## src/rtl/tri_fifo_arbiter.sv

```systemverilog
// tri_fifo_arbiter
//   Write-side arbiter for the triangle FIFO feeding the line stepper.
//   Merges new triangles from precalc (valid/ready) with triangles
//   recirculated by the line stepper (push-only, buffered locally).
//   Each triangle is an atomic two-word pair (header, slope); pairs are
//   never interleaved and recirculated pairs win arbitration.
//
// Ports
//   clk          clock, rising edge
//   rst          asynchronous active-low reset
//   pc_wrdata    precalc word
//   pc_valid     precalc word valid
//   pc_ready     precalc word accepted when pc_valid & pc_ready
//   rc_wrdata    recirculated word
//   rc_push      recirculated word strobe (two consecutive cycles per pair)
//   fifo_wrdata  registered word to the triangle FIFO
//   fifo_push    registered FIFO write strobe
//   fifo_afull   FIFO has fewer than 2 free entries
//   rc_overflow  sticky: recirculated word dropped on a full buffer
//   tri_count    triangles written to the FIFO, wrapping
module tri_fifo_arbiter #(
  parameter int WIDTH    = 240,
  parameter int RC_DEPTH = 4
) (
  input  logic             clk,
  input  logic             rst,
  input  logic [WIDTH-1:0] pc_wrdata,
  input  logic             pc_valid,
  output logic             pc_ready,
  input  logic [WIDTH-1:0] rc_wrdata,
  input  logic             rc_push,
  output logic [WIDTH-1:0] fifo_wrdata,
  output logic             fifo_push,
  input  logic             fifo_afull,
  output logic             rc_overflow,
  output logic [15:0]      tri_count
);

  localparam int AW = $clog2(RC_DEPTH);
  localparam logic [AW:0] LVL_FULL = (AW+1)'(RC_DEPTH);
  localparam logic [AW:0] LVL_PAIR = (AW+1)'(2);

  localparam logic [2:0] S_IDLE = 3'd0;
  localparam logic [2:0] S_RC1  = 3'd1;
  localparam logic [2:0] S_RC2  = 3'd2;
  localparam logic [2:0] S_PC1  = 3'd3;
  localparam logic [2:0] S_PC2  = 3'd4;

  logic [2:0]       state;
  logic [WIDTH-1:0] rc_mem [RC_DEPTH];
  logic [AW-1:0]    wr_ptr;
  logic [AW-1:0]    rd_ptr;
  logic [AW:0]      level;
  logic             pair_half;
  logic             rc_full;
  logic             rc_wr;
  logic             rc_rd;
  logic             rc_pair;

  always_comb begin
    rc_full  = (level == LVL_FULL);
    rc_wr    = rc_push & ~rc_full;
    rc_rd    = (state == S_RC1) | (state == S_RC2);
    // pair_half tracks every strobe (dropped or not) so a half-received
    // pair is never granted even while an older complete pair is queued.
    rc_pair  = (level >= LVL_PAIR) & ~pair_half;
    pc_ready = (state == S_PC1) | (state == S_PC2);
  end

  // Buffer storage carries no reset; validity lives in pointers and level.
  always_ff @(posedge clk) begin
    if (rc_wr) begin
      rc_mem[wr_ptr] <= rc_wrdata;
    end
  end

  always_ff @(posedge clk or negedge rst) begin
    if (!rst) begin
      wr_ptr      <= '0;
      rd_ptr      <= '0;
      level       <= '0;
      pair_half   <= 1'b0;
      rc_overflow <= 1'b0;
    end else begin
      if (rc_wr) begin
        wr_ptr <= wr_ptr + 1'b1;
      end
      if (rc_rd) begin
        rd_ptr <= rd_ptr + 1'b1;
      end
      if (rc_push) begin
        pair_half <= ~pair_half;
      end
      if (rc_push && rc_full) begin
        rc_overflow <= 1'b1;
      end
      case ({rc_wr, rc_rd})
        2'b10:   level <= level + 1'b1;
        2'b01:   level <= level - 1'b1;
        default: level <= level;
      endcase
    end
  end

  always_ff @(posedge clk or negedge rst) begin
    if (!rst) begin
      state       <= S_IDLE;
      fifo_push   <= 1'b0;
      fifo_wrdata <= '0;
      tri_count   <= '0;
    end else begin
      fifo_push <= 1'b0;
      case (state)
        S_IDLE: begin
          // Both FIFO entries are reserved here; afull is not rechecked mid-pair.
          if (!fifo_afull) begin
            if (rc_pair) begin
              state <= S_RC1;
            end else if (pc_valid) begin
              state <= S_PC1;
            end
          end
        end
        S_RC1: begin
          fifo_push   <= 1'b1;
          fifo_wrdata <= rc_mem[rd_ptr];
          state       <= S_RC2;
        end
        S_RC2: begin
          fifo_push   <= 1'b1;
          fifo_wrdata <= rc_mem[rd_ptr];
          tri_count   <= tri_count + 1'b1;
          state       <= S_IDLE;
        end
        S_PC1: begin
          if (pc_valid) begin
            fifo_push   <= 1'b1;
            fifo_wrdata <= pc_wrdata;
            state       <= S_PC2;
          end
        end
        S_PC2: begin
          if (pc_valid) begin
            fifo_push   <= 1'b1;
            fifo_wrdata <= pc_wrdata;
            tri_count   <= tri_count + 1'b1;
            state       <= S_IDLE;
          end
        end
        default: state <= S_IDLE;
      endcase
    end
  end

endmodule

```

## config.mk

```make
export PLATFORM = sky130hd
export DESIGN_NAME = tri_fifo_arbiter
export DESIGN_NICKNAME = d
export VERILOG_FILES = /design/src/rtl/tri_fifo_arbiter.sv
export SDC_FILE = /design/constraint.sdc
export NUM_CORES = 1
export LEC_CHECK = 0
export ABC_AREA = 0
export CAP_MARGIN = 20
export CORE_MARGIN = 3
export CORE_UTILIZATION = 55
export DETAILED_ROUTE_END_ITERATION = 12
export PLACE_DENSITY_LB_ADDON = 0.1
export SYNTH_ARGS = -nofsm -noshare
export SYNTH_HDL_FRONTEND = slang
export SYNTH_SLANG_ARGS = --single-unit
```

## constraint.sdc

```tcl
create_clock -name clk -period 10.47 [get_ports clk]
set_clock_uncertainty 0.05 [all_clocks]
set_input_delay 2.094 -clock clk [delete_from_list [all_inputs] [get_ports clk]]
set_output_delay 2.094 -clock clk [all_outputs]
set_load 0.02 [all_outputs]
```

# Yosys cells after proc, flatten, opt, wreduce, memory -nomap -nowiden
# Memory sizes are Yosys's and may differ from the RTL's.
# Index checks and enable logic that the tools add are counted.
[classes] n_addsub=5 mul=0 div_mod_pow=0 order_cmp=1 n_eq_ne=12 shift=0 n_mux=15 bitwise_logic=6 reduce_logical=10
[op_table] operator="case mux 240 bit (2 select lines)" count=1
[op_table] operator="two-way mux 240 bit" count=1
[op_table] operator="case mux 16 bit (2 select lines)" count=1
[op_table] operator="adder 16 x 1 -> 16 bit (second input constant)" count=1
[op_table] operator="two-way mux 16 bit" count=1
[op_table] operator="two-way mux 3 bit" count=5
[op_table] operator="case mux 3 bit (4 select lines)" count=1
[op_table] operator="== test 3 x 2 -> 1 bit (second input constant)" count=2
[op_table] operator="== test 3 bit (second input constant)" count=2
[op_table] operator="inequality test 2 bit (second input constant)" count=3
[op_table] operator="case mux 3 bit (2 select lines)" count=1
[op_table] operator="nonzero test 2 bit" count=3
[op_table] operator="adder 2 x 1 -> 2 bit (second input constant)" count=2
[op_table] operator="AND reduction 2 bit" count=2
[op_table] operator="AND reduction 4 bit" count=1
[op_table] operator="OR reduction 2 bit" count=2
[op_table] operator="adder 3 x 1 -> 3 bit (second input constant)" count=1
[op_table] operator="== test 3 x 1 -> 1 bit (second input constant)" count=1
[op_table] operator=">= comparator 3 x 2 -> 1 bit (second input constant)" count=1
[op_table] operator="zero test 3 bit" count=1
[op_table] operator="two-way mux 1 bit" count=3
[op_table] operator="inequality test 3 bit (second input constant)" count=1
[op_table] operator="subtractor 3 x 1 -> 3 bit (second input constant)" count=1
[op_table] operator="AND 1 bit" count=2
[op_table] operator="other kinds (7)" count=9
[word_totals] reg_bits=269 latchBits=0 ramBits=960 romBits=0 in_bits=485 out_inout_bits=259 word_cells=59 mem_count=1
[mem_list] memory="rc_mem" words=4 word_bits=240 read_ports=1 rd_ports_with_merged_regs=0 wr=1 line_no="50" source="logic [WIDTH-1:0] rc_mem [RC_DEPTH];"

# Logic depth before layout (Yosys ltp)
[depth] depth_word=5 depth_mapped=9 mapped_depth_nobuf=8

# Worst setup path after synthesis
# No wires, ideal clock.
[synth_path] kind="input to register" startpoint="in rc_push" endpoint="mem rc_mem[0][0], enable pin" setup_time_ps=631 arrival_ps=7921 required_time_ps=9789 path_slack_ps=1868 cell_stages=3 n_path_buf=1 path_cell_list="nor2b_1 > clkbuf_1 > and2_1"
[synth_via] elab_chain_cells=3
[synth_lines] item="start, declared" line_no="31" source="input logic rc_push,"
[synth_lines] item="AND 1 bit" line_no="62" source="rc_wr = rc_push & ~rc_full;"
[synth_lines] item="two-way mux 1 bit" line_no="72" source="if (rc_wr) begin"
[synth_lines] item="two-way mux 1 bit (implied by the code)" line_no="73" source="rc_mem[wr_ptr] <= rc_wrdata;"
[synth_lines] item="end, declared" line_no="50"
# No other way between the ends.

# Worst setup path after layout
[layout_path] startpoint="reg state[0]" endpoint="out pc_ready"
[layout_via] elab_chain_cells=2 elab_cells_between_ends=3 cone_classes="eq/ne: 2; bitwise: 1"
[layout_lines] item="start, declared" line_no="49" source="logic [2:0] state;"
[layout_lines] item="start signal, assigned" line_no="107" source="state <= S_IDLE;"
[layout_lines] item="start signal, assigned" line_no="118" source="state <= S_RC1;"
[layout_lines] item="start signal, assigned" line_no="120" source="state <= S_PC1;"
[layout_lines] item="== test 3 x 2 -> 1 bit / == test 3 bit (equally long branches)" line_no="67" source="pc_ready = (state == S_PC1) | (state == S_PC2);"
[layout_lines] item="bitwise OR 1 bit *" line_no="67"
[layout_lines] item="end, declared" line_no="29" source="output logic pc_ready,"
# Mark *: on every way between the ends. The rest lies on a longest branch, timed or not.

==> impl_metrics.toml <==
[outcome]
outcome = "complete, no violations"

[timing]
setup_viol = 0
rsz0062_at_grt = "no"
slew_headroom = 0.246
hold_viol_final = 0
tightestPinTransition_ns = 1.13
timing.fmax_mhz = 184
min_period_ns = 5.44
period_share = 0.519
drv_slew = 0
setup_ws_ns = 5.03
tns_ns = 0

[clock_network]
cts_resized = 0
cts_tree = "yes"
clk_pin_slew_ns = 0.06
numCtsBuffers = 119
clk_latency_ns = 0.66
postCtsSetupRepairBufs = 0
cts-root-buf = "clkbuf_16"
htreeDepth = 3
ctsHoldBuffers = 0
cts.path.max_buffers = 3
clock_sinks = 1229

[power_and_ir_drop]
leakage_nw = 20.4
cellPowerDensity_nw_per_um2 = 304
ir_drop_v = 0.000820

[setup_path]
critPathMaxFanout = 87
worstReg2RegStart = "state[0]"
worst-path-buf-inv = 2
crit_chain = "or3b_1 -> and2_4 -> inv_8 -> clkdlybuf4s50_1"
path_class = "reg -> out"
end_kind = "output port"
crit_arrival_ns = 3.29
reg2reg_slack_ns = 6.61
crit_slowest_cell = "clkdlybuf4s50_1"
cp.required_ns = 8.33
start_kind = "register"
cpLargestDelayFamily = "buffers and inverters"
slowest_delay_ns = 0.72
worstReg2RegEnd = "fifo_wrdata[133]"
r2r_cells = 6

[hold_path]
hold_path.class = "reg -> reg"
min_path_cells = 1
min_to = "pair_half"
hold_start = "pair_half"

[logic_synthesis]
synthTopCellsByCount = "edfxtp_1 (960), nand2_1 (489), dfrtp_1 (269), nor2_1 (246), a31oi_1 (241)"
synth_nets = 3184
synthDistinctLibCells = 40
synth_warnings = 0
synthArstFlopShare = 0.219
yosys-top-cells-area = "edfxtp_1 (62%), dfrtp_1 (14%), mux4_2 (12%)"
postSynthAreaPerCell_um2 = 17.4
yosys_most_used_dff = "edfxtp_1"
yosysSeqAreaShare = 0.761
yosys_register_bits = 1229
synth_top_area_share = 0.617
synth_edf_count = 960
synth_most_common_cell = "edfxtp_1"
syn_inst = 2692
syn_area_um2 = 46700
synth_top_area_cell = "edfxtp_1"

[layout]
fin_nets = 3911
layout-drive-gt1-share = 0.133
area_growth_pct = 26.6

[drt]
drc = 0
drt_first_iter_violations = 1981
dr.pass1.iters = 5
vias = 26767
wirelength_um = 112000
via_per_inst = 5.70
wire_per_inst_um = 23.9
drtAntennaViolNets = 0

[floorplanning]
initial_utilization = 0.556
die_x_um = 297
dieArea_um2 = 88500
core_area_um2 = 84000
ios = 744
rows = 106
chipHeight_um = 297

[placement]
place_ws_ns = 4.93
place.gp.congestion = 0.843
io_buffers = 743
dp_hpwl_um = 72700

[flow_run]
drv_cap = 0

[global_route]
grt_pass1_wl_um = 169000
grt_max_degree = 213
grtUsageTotal = 0.252
grt_pass1_vias = 27723
antenna_found_initial = 57
grt.overflow.total = 0
## power by group
group	leakage (nW)	internal (W)	switching [W]
clock	1.95	0.00248	0.00177
sequential	11.8	0.00668	0.000573
combinational	6.68	0.00276	0.00372
## routing by layer
| metal | GRT usage | routed length, um |
|---|---|---|
| met3 | 0.0571 | 7480 |
| met5 | 0 | 218 |
| met1 | 0.320 | 42400 |
| met4 | 0.107 | 3990 |
| met2 | 0.422 | 58300 |
## worst max-delay path by stage
stage | start | end | cells after the start
after floorplan | rc_push | rc_mem[0][0] | 3
after global placement | rc_push | rc_mem[1][164] | 4
after detailed placement | rc_push | rc_mem[1][168] | 4
after CTS | state[0] | pc_ready | 4
after global routing | state[2] | pc_ready | 4
final | state[0] | pc_ready | 4
## logic make-up (layout without fill, tap and decap cells)
family | after synthesis | after routing | share of synthesized area
DFF | 1229 | 1229 | 0.761
and+or+nand+nor | 764 | 764 | 0.0630
AOI/OAI and AO/OA | 250 | 250 | 0.0337
muxes | 243 | 243 | 0.116
buffers and inverters | 176 | 1009 | 0.0193
xor gates and xnor gates | 23 | 23 | 0.00431
adders and majority gates | 7 | 7 | 0.00204
other | 0 | 39 | 0
## area by class of cell
type,instances,area (um^2)
repair buffers,771,7750
flip-flops and latches,1229,35600
clock buffers,167,3350
fillers,5400,24800
clock inverters,60,626
multi-input cells,1287,10300
diodes,39,97.6
inverters,11,48.8
well taps,1134,1420
## state kept, by name, summed over array words and instances, names as in the netlist
| signal | flops |
|---|---|
| state | 3 |
| wr_ptr | 2 |
| rc_mem | 960 |
| fifo_push | 1 |
| rc_overflow | 1 |
| fifo_wrdata | 240 |
| level | 3 |
| tri_count | 16 |
| rd_ptr | 2 |
| pair_half | 1 |
## metrics by stage
stage,hold WS (ns),power (W),utilization,cell area (um^2),instances
finish,0.416,0.0180,0.704,59100,4698
global route,0.434,0.0189,0.704,59100,4691
floorplan,0.383,0.0116,-,46700,2692
CTS,0.422,0.0182,0.703,59000,4658
global placement,0.404,0.0137,0.655,55000,4431
detailed placement,0.414,0.0139,0.655,55000,4431
## layout by cell type, fill, tap and decap left out, drive strengths merged, types with 29 or more instances in the layout
cell type | synthesis | final
clkbuf | 84 | 167
clkinv | 0 | 40
mux4 | 240 | 240
clkdlybuf4s50 | 0 | 742
a31oi | 241 | 241
dfrtp | 269 | 269
diode | 0 | 39
nand2 | 489 | 489
edfxtp | 960 | 960
nor2 | 246 | 246
buf | 81 | 29
Power figures use the tool's default switching activity.
